$ cat config.mk
export PLATFORM = sky130hd
export DESIGN_NAME = elbeth_fetch
export DESIGN_NICKNAME = d
export VERILOG_FILES = /design/src/rtl/elbeth_fetch_pkg.sv /design/src/rtl/elbeth_fetch_skid.sv /design/src/rtl/elbeth_fetch.sv
export SDC_FILE = /design/constraint.sdc
export NUM_CORES = 1
export LEC_CHECK = 0
export ABC_CLOCK_PERIOD_IN_PS = 6200
export CAP_MARGIN = 30
export CORE_MARGIN = 4
export CORE_UTILIZATION = 47
export DETAILED_ROUTE_END_ITERATION = 16
export PLACE_DENSITY_LB_ADDON = 0.25
export REMOVE_ABC_BUFFERS = 1
export SLEW_MARGIN = 20
export SYNTH_ARGS = -nofsm -noshare
export SYNTH_HDL_FRONTEND = slang
export SYNTH_SLANG_ARGS = --single-unit
$ cat constraint.sdc
create_clock -name clk -period 6.2 [get_ports clk]
set_input_delay 1.24 -clock clk [delete_from_list [all_inputs] [get_ports clk]]
set_output_delay 1.24 -clock clk [all_outputs]
set_load 0.02 [all_outputs]
$ cat src/rtl/elbeth_fetch_pkg.sv
// ============================================================================
// Module : elbeth_fetch_pkg
// Brief  : Shared fetch-stage definitions: FSM encodings, field layout, NOP.
// Rev    : 1.0 - initial release
// ============================================================================
`default_nettype none

package elbeth_fetch_pkg;

    localparam logic [1:0] S_BOOT  = 2'd0;
    localparam logic [1:0] S_FETCH = 2'd1;
    localparam logic [1:0] S_DRAIN = 2'd2;
    localparam logic [1:0] S_FULL  = 2'd3;

    // Field bit ranges, shared with the decoder.
    localparam int OPCODE_MSB = 6;
    localparam int OPCODE_LSB = 0;
    localparam int INST0_MSB  = 11;
    localparam int INST0_LSB  = 7;
    localparam int INST1_MSB  = 14;
    localparam int INST1_LSB  = 12;
    localparam int INST2_MSB  = 19;
    localparam int INST2_LSB  = 15;
    localparam int INST3_MSB  = 24;
    localparam int INST3_LSB  = 20;
    localparam int INST4_MSB  = 31;
    localparam int INST4_LSB  = 25;

    localparam logic [31:0] NOP_WORD = 32'h0000_0013;

    typedef struct packed {
        logic [6:0] inst_4;
        logic [4:0] inst_3;
        logic [4:0] inst_2;
        logic [2:0] inst_1;
        logic [4:0] inst_0;
        logic [6:0] opcode;
    } fetch_fields_t;

    function automatic fetch_fields_t split_instr(input logic [31:0] word);
        return fetch_fields_t'(word);
    endfunction

endpackage

`default_nettype wire

$ cat src/rtl/elbeth_fetch_skid.sv
// ============================================================================
// Module : elbeth_fetch_skid
// Brief  : One-entry {pc, word} skid buffer with load / unload / flush.
// Rev    : 1.0 - initial release
// ============================================================================
`default_nettype none

module elbeth_fetch_skid #(
    parameter int XLEN = 32
) (
    input  logic            clk,
    input  logic            rst,
    input  logic            load_i,
    input  logic            unload_i,
    input  logic            flush_i,
    input  logic [XLEN-1:0] pc_i,
    input  logic [31:0]     word_i,
    output logic            valid_o,
    output logic [XLEN-1:0] pc_o,
    output logic [31:0]     word_o
);

    logic            valid_q;
    logic [XLEN-1:0] pc_q;
    logic [31:0]     word_q;

    always_ff @(posedge clk or posedge rst) begin
        if (rst) begin
            valid_q <= 1'b0;
            pc_q    <= '0;
            word_q  <= '0;
        end else begin
            if (flush_i || unload_i) begin
                valid_q <= 1'b0;
            end else if (load_i) begin
                valid_q <= 1'b1;
            end
            if (load_i) begin
                pc_q   <= pc_i;
                word_q <= word_i;
            end
        end
    end

    assign valid_o = valid_q;
    assign pc_o    = pc_q;
    assign word_o  = word_q;

endmodule

`default_nettype wire

$ cat src/rtl/elbeth_fetch.sv
// ============================================================================
// Module : elbeth_fetch
// Brief  : RV32I instruction fetch: PC, imem req/ack, skid, redirect flush.
// Rev    : 1.0 - initial release
// ============================================================================
`default_nettype none

module elbeth_fetch
    import elbeth_fetch_pkg::*;
#(
    parameter logic [31:0] RESET_PC = 32'h0000_0000,
    parameter int          XLEN     = 32
) (
    input  logic            clk,
    input  logic            rst,
    output logic            imem_req,
    output logic [XLEN-1:0] imem_addr,
    input  logic            imem_ack,
    input  logic [31:0]     imem_rdata,
    input  logic            id_stall,
    input  logic            branch_taken,
    input  logic [XLEN-1:0] branch_target,
    output logic            if_valid,
    output logic [XLEN-1:0] if_pc,
    output logic [6:0]      opcode,
    output logic [4:0]      inst_0,
    output logic [2:0]      inst_1,
    output logic [4:0]      inst_2,
    output logic [4:0]      inst_3,
    output logic [6:0]      inst_4
);

    logic [1:0]      state_q, state_d;
    logic [XLEN-1:0] pc_q, pc_d;
    logic [XLEN-1:0] drain_addr_q, drain_addr_d;
    logic            valid_q, valid_d;
    logic [XLEN-1:0] out_pc_q, out_pc_d;
    logic [31:0]     out_word_q, out_word_d;

    logic            w_ack_fetch;
    logic            w_out_free;
    logic            w_skid_load;
    logic            w_skid_unload;
    logic            w_skid_valid;
    logic [XLEN-1:0] w_skid_pc;
    logic [31:0]     w_skid_word;
    logic [XLEN-1:0] w_target;
    fetch_fields_t   w_fields;

    assign w_target      = branch_target & ~XLEN'(3);
    assign w_ack_fetch   = (state_q == S_FETCH) && imem_ack;
    assign w_out_free    = !valid_q || !id_stall;
    assign w_skid_load   = w_ack_fetch && !w_out_free && !branch_taken;
    assign w_skid_unload = (state_q == S_FULL) && w_skid_valid && !id_stall && !branch_taken;

    elbeth_fetch_skid #(
        .XLEN (XLEN)
    ) u_skid (
        .clk      (clk),
        .rst      (rst),
        .load_i   (w_skid_load),
        .unload_i (w_skid_unload),
        .flush_i  (branch_taken),
        .pc_i     (pc_q),
        .word_i   (imem_rdata),
        .valid_o  (w_skid_valid),
        .pc_o     (w_skid_pc),
        .word_o   (w_skid_word)
    );

    always_comb begin
        state_d      = state_q;
        pc_d         = pc_q;
        drain_addr_d = drain_addr_q;
        case (state_q)
            S_BOOT: state_d = S_FETCH;
            S_FETCH: begin
                if (imem_ack && !branch_taken) begin
                    pc_d    = pc_q + XLEN'(4);
                    state_d = w_out_free ? S_FETCH : S_FULL;
                end else if (branch_taken && !imem_ack) begin
                    // The outstanding request must complete at its original address.
                    state_d      = S_DRAIN;
                    drain_addr_d = pc_q;
                end
            end
            S_DRAIN: if (imem_ack) state_d = S_FETCH;
            S_FULL:  if (!id_stall) state_d = S_FETCH;
            default: state_d = S_BOOT;
        endcase
        if (branch_taken) begin
            pc_d = w_target;
            if (state_q == S_BOOT || state_q == S_FULL) begin
                state_d = S_FETCH;
            end
        end
    end

    always_comb begin
        valid_d    = valid_q;
        out_pc_d   = out_pc_q;
        out_word_d = out_word_q;
        if (branch_taken) begin
            valid_d = 1'b0;
        end else if (w_skid_unload) begin
            valid_d    = 1'b1;
            out_pc_d   = w_skid_pc;
            out_word_d = w_skid_word;
        end else if (w_ack_fetch && w_out_free) begin
            valid_d    = 1'b1;
            out_pc_d   = pc_q;
            out_word_d = imem_rdata;
        end else if (!id_stall) begin
            valid_d = 1'b0;
        end
    end

    always_ff @(posedge clk or posedge rst) begin
        if (rst) begin
            state_q      <= S_BOOT;
            pc_q         <= XLEN'(RESET_PC);
            drain_addr_q <= XLEN'(RESET_PC);
            valid_q      <= 1'b0;
            out_pc_q     <= '0;
            out_word_q   <= '0;
        end else begin
            state_q      <= state_d;
            pc_q         <= pc_d;
            drain_addr_q <= drain_addr_d;
            valid_q      <= valid_d;
            out_pc_q     <= out_pc_d;
            out_word_q   <= out_word_d;
        end
    end

    assign imem_req  = (state_q == S_FETCH) || (state_q == S_DRAIN);
    assign imem_addr = (state_q == S_DRAIN) ? drain_addr_q : pc_q;

    assign w_fields = split_instr(out_word_q);
    assign if_valid = valid_q;
    assign if_pc    = out_pc_q;
    assign opcode   = w_fields.opcode;
    assign inst_0   = w_fields.inst_0;
    assign inst_1   = w_fields.inst_1;
    assign inst_2   = w_fields.inst_2;
    assign inst_3   = w_fields.inst_3;
    assign inst_4   = w_fields.inst_4;

endmodule

`default_nettype wire

==> metrics, run 1 <==
Rel. slew slack=40.03%; CP peak stage delay=0.58 ns; Final Wtd Congestion=0.8015; Worst-path clk slew=0.07 ns; area leader, netlist=dfrtp_1; RSZ-0062 raised after global routing=no; Crit Path Class=register to primary output; largest net degree at the start of global routing=103; Lkg Pwr=4.664 nW; GRT Total Usage=18.65%; peak supply drop=0.0002861 V; FF-to-FF Start=state_q[0]; vias in the first global route=5,996; share of Yosys cell area claimed by the top area cell type=53.52%; startpoint types=register; hold buffers post-CTS=0; Starting Density=48.43%; Critical path origin=state_q[0]; CTS max path bufs=2; final hold vios=0; clk sink count=188; HP Start=if_pc[11]; syn avg cell area=11.57 µm²; post-synthesis cell type count=50; CP cell instances=inv_1 > ha_2 > buf_16 > mux2_2 > clkdlybuf4s50_1; Max stage delay cell, worst path=clkdlybuf4s50_1; worst hold slack=0.4761 ns; final worst path period share=62.72%; antenna viol nets, final=0; gr ovfl total=0; crit-path leading delay family=buffers and inverters; commonest non-fill, non-tap cell in the layout=dfrtp_1; final std cells w/o fill=1,138; total wire length=18,990 µm; clk root buf=clkbuf_16; share of cells above drive strength 1=18.70%; synthesized area=8790 µm²; first-pass GRT wire length=30,700 µm; Inserted Diodes=0; yosys warns=0; vias per cell=5.238; first drt pass iteration count=4; drt drc=0; Die Width=144.8 µm; Post-synth EDFFs=0; largest fanout on the critical path=22; row count=49; Power, Total=4.710 mW; fin crit period=3.888 ns; Skew-Pair Late Insertion Delay=0.42 ns; type of the worst min-delay path=register to register; Layout area overhead=25.95%; dominant cells by area after synthesis=dfrtp_1 54%, mux2_2 14%, mux2i_1 6.6%, nand2_1 5.0%, o21ai_0 4.4%; sequential fraction of the synthesis area=53.52%; initial antenna violation count=0; setup bufs post-CTS=0; commonest cells after routing, fill and taps aside=188 x dfrtp_1, 159 x clkdlybuf4s50_1, 116 x nand2_1; port bufs=160; Avg WL per Cell=16.69 µm; Crit. End Element=primary output; FFs w/ async S/R, synth=100.0%; FF-to-FF setup slack=3.39 ns; ys flop type=dfrtp_1; endpoints failing setup=0; Gate Count Post-Synth=760; Core Region=18,150 µm²; pwr/cell area=425.5 nW/µm²; crit path buf inv count=3; Final Max Slew Viols=0; Die Footprint=20,950 µm²; Die Height=144.8 µm; cts repair resizes=0; CTS tree=yes; HPWL Detailed=12,580 µm; placed cell count=1,105; synthesized flop and latch total=188; Fmax=257.2 MHz; worst-margin pin slew=0.8996 ns; maxcap violations=0; H-tree depth=4; vias=5,961; Worst Skew=0.008449 ns; status=finished clean; WP data required=4.96 ns; nets=971; I/O pins=167; WP data arrival=2.65 ns; drt initial violations=333; TritonCTS buffer count=17
-- area by class of cell --
| cell class | count | area, µm² |
|---|---|---|
| Fill cell | 1504 | 7077 |
| Clock inverter | 12 | 158.9 |
| Clock buffer | 20 | 466.7 |
| Sequential cell | 188 | 4705 |
| Inverter | 12 | 52.55 |
| Timing Repair Buffer | 171 | 1699 |
| Multi-Input combinational cell | 506 | 3702 |
| Tap cell | 229 | 286.5 |
-- path summary, 6_finish.rpt --
check,to,depth (start not counted)
min in group asynchronous,out_word_q[13],2
max in group asynchronous,drain_addr_q[21],3
worst max register to register,if_pc[13],7
worst max-delay path,imem_addr[19],5
worst min-delay path,if_pc[11],2
worst min register to register,if_pc[11],2
-- metal layers --
layer | vias up | wire [µm] | GRT usage, % | share of wire [%]
met2 | 146 | 8610 | 29.17 | 45
met1 | 2902 | 9293 | 26.38 | 49
met5 | - | 0 | 0 | 0
met4 | 0 | 212 | 4.958 | 1.1
met3 | 22 | 877 | 4.239 | 4.6
li1 | 2891 | - | - | -
-- sequential cells by signal (all words and copies together), names as in the netlist --
name and cells:
drain_addr_q 30, if_valid 1, out_word_q 32, u_skid.word_o 32, pc_q 30, u_skid.valid_o 1
if_pc 30, u_skid.pc_o 30, state_q 2
-- power breakdown --
part           switching (mW)  total [mW]  internal (mW)
Sequential              0.274        1.98           1.70
Clock                   0.474        1.14          0.670
Combinational           0.781        1.59          0.808
-- worst min-delay path: stages, from the launching register on --
cell     delay, ns
dfrtp_1       0.34
nand2_1       0.04
o21ai_0       0.06
-- cell families after synthesis --
family / share of synthesized area, %
xor+xnor: 2.790
flops: 53.52
mux: 20.70
fa+ha+maj: 0.8541
simple gates: 10.35
buf+inv: 4.612
other cells: 0.04266
compound gates: 7.132
-- synthesized netlist by cell type (2+ instances only) --
library cell / number
dfrtp_1: 188
nand2_1: 116
mux2_2: 106
o21ai_0: 77
mux2i_1: 58
o21ai_1: 31
buf_2: 18
xor2_1: 16
buf_4: 13
clkbuf_1: 13
nor2_1: 13
inv_1: 12
xnor2_1: 12
nand4_1: 11
nand3_1: 10
a21oi_1: 9
ha_1: 6
buf_6: 5
mux2_1: 4
and4_4: 3
buf_1: 3
and3_1: 2
and4_1: 2
dlygate4sd1_1: 2
nand2_2: 2
nor3_2: 2
nor4_2: 2
nor4_4: 2
-- per-stage QoR --
step	util (%)	cell area, µm²	setup TNS (ns)	worst slack, ns
finish	61.00	11070	0	2.312
global route	61.00	11070	0	2.196
CTS	60.85	11040	0	2.110
detailed placement	57.40	10420	0	2.279
global placement	57.40	10420	0	2.312
floorplan	-	8441	-185.79	-2.498
(Power assumes the default switching activity.)
==> run 2, diff against run 1 <==
--- a/config.mk
+++ b/config.mk
@@ -5,7 +5,7 @@
 export SDC_FILE = /design/constraint.sdc
 export NUM_CORES = 1
 export LEC_CHECK = 0
-export ABC_CLOCK_PERIOD_IN_PS = 6200
+export ABC_CLOCK_PERIOD_IN_PS = 3550
 export CAP_MARGIN = 30
 export CORE_MARGIN = 4
 export CORE_UTILIZATION = 47
==> constraint.sdc (replaced) <==
create_clock -name clk -period 3.55 [get_ports clk]
set_input_delay 0.71 -clock clk [delete_from_list [all_inputs] [get_ports clk]]
set_output_delay 0.71 -clock clk [all_outputs]
set_load 0.02 [all_outputs]
==> run 2 against run 1 <==
Clock skew about the same. Via count shrank 0.39%. Cell area grew 0.38%. Hold slack better by 0.0021 ns. Routed wire length is 0.24% higher. First-iteration DRC count fell by 2.4%. Combinational power up 75%. Largest cell class unchanged. Global-route usage rose by 0.20 points. Non-clock buffer count rose by 3. Register-to-register slack got worse by 2.1 ns. Highest routed layer unchanged. Clock-buffer cell count down 1.
==> metrics, run 2 (same netlist as run 1, synthesis figures left out) <==
share of cells above drive strength 1=18.88% (+0.18 points); worst hold slack=0.4782 ns (+0.002063 ns); Crit. End Element=primary output; Avg WL per Cell=16.70 µm (about the same); Clock power frac=24.1% (-0.2 points); drt initial violations=325 (-2.4%); largest net degree at the start of global routing=99 (-3.9%); multi-input logic area=3702 µm² (unchanged); gr ovfl total=0 (unchanged); I/O pins=167 (unchanged); Starting Density=48.43% (unchanged); final setup TNS=0 ns (unchanged); WP data required=2.84 ns (-2.12 ns); final worst path period share=94.85%; Rel. slew slack=62.56% (+23 points); GRT Total Usage=18.85% (+0.20 points); Gate power share=33.8% (about the same); worst-margin pin slew=0.5616 ns (-0.3380 ns); vias in the first global route=6,005 (+0.15%); Final Max Slew Viols=0 (unchanged); switching share of power=32.57% (+0.095 points); Lkg Pwr=4.687 nW (+0.48%); Seq pwr share=42.1% (about the same); HPWL Detailed=12,680 µm (+0.86%); Core Region=18,150 µm² (unchanged); fin crit period=3.367 ns; Die Footprint=20,950 µm² (unchanged); commonest cells after routing, fill and taps aside=188 x dfrtp_1, 159 x clkdlybuf4s50_1, 116 x nand2_1; RSZ-0062 raised after global routing=no; total wire length=19,040 µm (+0.24%); crit path buf inv count=3 (unchanged); fill count=1,501 (-0.20%); cts repair resizes=0 (unchanged); clk sink count=188 (unchanged); startpoint types=register; final hold vios=0 (unchanged); FF+latch area=4705 µm² (unchanged); Fmax=297.0 MHz; vias=5,938 (-0.39%); nets=974 (+0.31%); CP cell instances=inv_1 > ha_2 > buf_4 > mux2_2 > clkdlybuf4s50_1; Final Cell Area=11,110 µm² (+0.38%); port bufs=160 (unchanged); Final Wtd Congestion=0.7935 (-1.0%); crit-path leading delay family=buffers and inverters; clk root buf=clkbuf_16; setup bufs post-CTS=0 (unchanged); drt drc=0 (unchanged); commonest non-fill, non-tap cell in the layout=dfrtp_1; Layout area overhead=26.43%; first-pass GRT wire length=31,180 µm (+1.6%); CP peak stage delay=0.54 ns (-0.04 ns); Die Height=144.8 µm (unchanged); WP data arrival=2.66 ns (about the same); vias per cell=5.209 (-0.56%); CTS tree=yes; Worst Skew=0.008771 ns (+0.0003224 ns); first drt pass iteration count=4 (unchanged); maxcap violations=0 (unchanged); largest fanout on the critical path=18 (-18%); H-tree depth=4 (unchanged); Max stage delay cell, worst path=clkdlybuf4s50_1; CTS max path bufs=2 (unchanged); TritonCTS buffer count=17 (unchanged); Die Width=144.8 µm (unchanged); endpoints failing setup=0 (unchanged); pwr/cell area=740.1 nW/µm² (+74%); Cell Area, Placed=10,500 µm² (+0.77%); row count=49 (unchanged); Crit Path Class=register to primary output; hold buffers post-CTS=0 (unchanged); Worst-path clk slew=0.07 ns (about the same); type of the worst min-delay path=register to register; status=finished clean; Inserted Diodes=0 (unchanged); Skew-Pair Late Insertion Delay=0.42 ns (about the same); Pint=5.546 mW (+74%); antenna viol nets, final=0 (unchanged); Net Sw Power=2.678 mW (+75%); peak supply drop=0.0004073 V (+42%); initial antenna violation count=0 (unchanged)
==> run 2: cell types whose count changed in the layout (fill, tap and decap cells not counted), sizes merged <==
cell      previous run  this run
clkinvlp             4         3
clkbuf              20        19
buf                 12        15
inv                 14        15
==> run 2: final cells by class <==
type                            count  area share [%]
Clock inverter                     12           1.464
Sequential cell                   188           42.33
Tap cell                          229           2.578
Multi-Input combinational cell    506           33.31
Clock buffer                       19           4.076
Inverter                           12          0.4729
Timing Repair Buffer              174           15.76
==> run 2: metal layers <==
| metal | GRT usage, % | share of wire, % | vias up |
|---|---|---|---|
| met3 | 3.976 | 4.6 | 20 |
| li1 | - | - | 2903 |
| met4 | 5.695 | 1.5 | 0 |
| met5 | 0 | 0 | - |
| met2 | 29.05 | 45 | 153 |
| met1 | 26.98 | 49 | 2862 |
==> run 2: worst min-delay path, stage by stage, from the launching register on <==
cell	delay [ns]
dfrtp_1	0.34
nand2_1	0.04
o21ai_0	0.06
==> run 2: per-stage QoR <==
step	cells	setup WS, ns	utilization [%]	total power [mW]
5_1_grt	1140	0.04295	61.24	8.743
2_1_floorplan	706	-4.618	-	4.991
4_1_cts	1140	0.1218	61.24	8.319
3_3_place_gp	1109	0.6095	57.85	6.221
3_5_place_dp	1109	0.5930	57.85	6.318
6_report	1140	0.1830	61.24	8.225
==> run 2: power groups by stage <==
stage / clock [mW] / combinational [mW] / sequential, mW
after CTS: 2.03 / 2.82 / 3.47
after detailed placement: 0 / 2.81 / 3.51
final: 1.99 / 2.78 / 3.46
after floorplan: 0 / 1.16 / 3.83
after global placement: 0 / 2.76 / 3.46
after global routing: 2.13 / 3.04 / 3.57
==> run 2: worst paths after layout <==
| check | from | to | slack (ns) | cells after the start |
|---|---|---|---|---|
| worst max register to register | state_q[0] | state_q[1] | 1.26 | 8 |
| max in group asynchronous | rst | u_skid.word_o[3] | 2.04 | 3 |
| worst min-delay path | out_word_q[21] | out_word_q[21] | 0.48 | 2 |
| worst max-delay path | state_q[0] | imem_addr[2] | 0.18 | 5 |
| min in group asynchronous | rst | out_word_q[29] | 0.73 | 2 |
| worst min register to register | out_word_q[21] | out_word_q[21] | 0.48 | 2 |
==> run 3, diff against run 2 <==
--- a/config.mk
+++ b/config.mk
@@ -7,6 +7,7 @@
 export LEC_CHECK = 0
 export ABC_CLOCK_PERIOD_IN_PS = 3550
 export CAP_MARGIN = 30
+export CORE_ASPECT_RATIO = 1.5
 export CORE_MARGIN = 4
 export CORE_UTILIZATION = 47
 export DETAILED_ROUTE_END_ITERATION = 16
==> run 3 against run 2 <==
Highest routed layer unchanged. Cell area increased by 0.39%. Cell count up 2.2%. Critical path type unchanged. Critical path depth unchanged.
==> metrics, run 3 (same netlist as run 1, synthesis figures left out) <==
status=finished clean; first drt pass iteration count=4 (unchanged); H-tree depth=4 (unchanged); vias per cell=5.108 (-1.9%); Post-Route Utilization=60.41% (-0.83 points); Avg WL per Cell=16.37 µm (-2.0%); WP data required=2.84 ns (about the same); CP cell instances=inv_1 > ha_2 > buf_12 > mux2_2 > clkdlybuf4s50_1; clk sink count=188 (unchanged); Setup WS post-layout=0.1890 ns (+0.006044 ns); Fmax=297.5 MHz (+0.18%); commonest non-fill, non-tap cell in the layout=dfrtp_1; HPWL Detailed=12,870 µm (+1.4%); Hold Path End=if_pc[7]; fill count=1,557 (+3.7%); Power, Total=8.158 mW (-0.80%); vias in the first global route=6,024 (+0.32%); final std cells w/o fill=1,165 (+2.2%); antenna viol nets, final=0 (unchanged); CTS tree=yes; Skew-Pair Late Insertion Delay=0.42 ns (about the same); drt initial violations=257 (-21%); Final Wtd Congestion=0.8130 (+2.5%); pwr/cell area=731.2 nW/µm² (-1.2%); Inserted Diodes=0 (unchanged); Final Cell Area=11,160 µm² (+0.39%); Crit Path Class=register to primary output; Rel. slew slack=62.70% (+0.14 points); Worst-path clk slew=0.07 ns (about the same); Die Width=119.7 µm (-17%); vias=5,951 (+0.22%); hold buffers post-CTS=0 (unchanged); Core Region=18,470 µm² (+1.8%); TritonCTS buffer count=17 (unchanged); Final Max Slew Viols=0 (unchanged); I/O pins=167 (unchanged); startpoint types=register; worst r2r path cells=6 (-2); Starting Density=47.59% (-0.85 points); placed cell count=1,134 (+2.3%); maxcap violations=0 (unchanged); Critical path origin=state_q[0]; nets=976 (+0.21%); port bufs=160 (unchanged); share of cells above drive strength 1=19.06% (+0.18 points); worst-margin pin slew=0.5595 ns (-0.002153 ns); final worst path period share=94.68% (-0.17 points); CP peak stage delay=0.57 ns (+0.03 ns); Die Footprint=21,000 µm² (+0.21%); Max stage delay cell, worst path=clkdlybuf4s50_1; worst hold slack=0.4804 ns (+0.002268 ns); gr ovfl total=0 (unchanged); Layout area overhead=26.93%; CTS max path bufs=2 (unchanged); fin crit period=3.361 ns (-0.006044 ns); commonest cells after routing, fill and taps aside=188 x dfrtp_1, 159 x clkdlybuf4s50_1, 116 x nand2_1; GRT Total Usage=18.68% (-0.18 points); largest fanout on the critical path=21 (+3); Cell Area, Placed=10,550 µm² (+0.54%); DP Worst Slack=0.6109 ns (+0.01783 ns); type of the worst min-delay path=register to register; setup bufs post-CTS=0 (unchanged); Lkg Pwr=4.702 nW (+0.33%); Crit. End Element=primary output; initial antenna violation count=0 (unchanged); row count=61 (+24%); Die Height=175.5 µm (+21%); drt drc=0 (unchanged); endpoints failing setup=0 (unchanged); FF-to-FF setup slack=1.20 ns (-0.06 ns); first-pass GRT wire length=31,220 µm (+0.13%); HP Start=if_pc[7]; peak supply drop=0.0003907 V (-4.1%); FF-to-FF Start=state_q[1]; final setup TNS=0 ns (unchanged); largest net degree at the start of global routing=79 (-20%); RSZ-0062 raised after global routing=no; WP data arrival=2.65 ns (about the same); Worst Skew=0.009751 ns (+0.0009803 ns); cts repair resizes=0 (unchanged); Worst R2R End=drain_addr_q[26]; clk root buf=clkbuf_16; final hold vios=0 (unchanged); Hold Path Depth=2 (unchanged); total wire length=19,070 µm (+0.15%)
==> run 3: changes by cell type in the layout (fill, tap and decap cells not counted), sizes merged <==
cell / change
buf: +2
clkinv: +1
clkinvlp: -2
inv: -1
clkbuf: +3
bufinv: -1
==> run 3: layout make-up <==
type                            instances  area (µm²)  share of cell area [%]
Clock buffer                           22       494.2                   4.430
Clock inverter                          9       108.9                  0.9757
Inverter                               12       52.55                  0.4710
Multi-Input combinational cell        506        3702                   33.18
Sequential cell                       188        4705                   42.17
Tap cell                              252       315.3                   2.826
Timing Repair Buffer                  176        1779                   15.95
==> run 3: power by group <==
part / leakage, nW / internal, mW / switching [mW]
clock: 0.299 / 1.13 / 0.799
sequential: 2.37 / 2.97 / 0.478
combinational: 2.03 / 1.42 / 1.35
total: 4.70 / 5.53 / 2.63
==> run 3: worst max-delay path by stage <==
stage,slack [ns],cells past startpoint,endpoint
floorplan,-4.62,4,if_pc[10]
global placement,0.64,5,imem_addr[22]
detailed placement,0.61,5,imem_addr[22]
CTS,0.15,5,imem_addr[22]
global route,0.07,5,imem_addr[22]
finish,0.19,5,imem_addr[17]
==> run 3: critical path: cells and delay by family (launching register included) <==
| kind | cells | cell delay (ns) |
|---|---|---|
| buf+inv | 3 | 0.92 |
| fa+ha+maj | 1 | 0.51 |
| mux | 1 | 0.35 |
| flops | 1 | 0.44 |
==> run 3: per-layer routing <==
metal	up-vias	share of wire [%]	global-route usage [%]
met5	-	0	0
met4	0	2.2	6.498
met3	28	2.4	2.545
li1	2905	-	-
met2	114	51	32.41
met1	2904	44	24.02
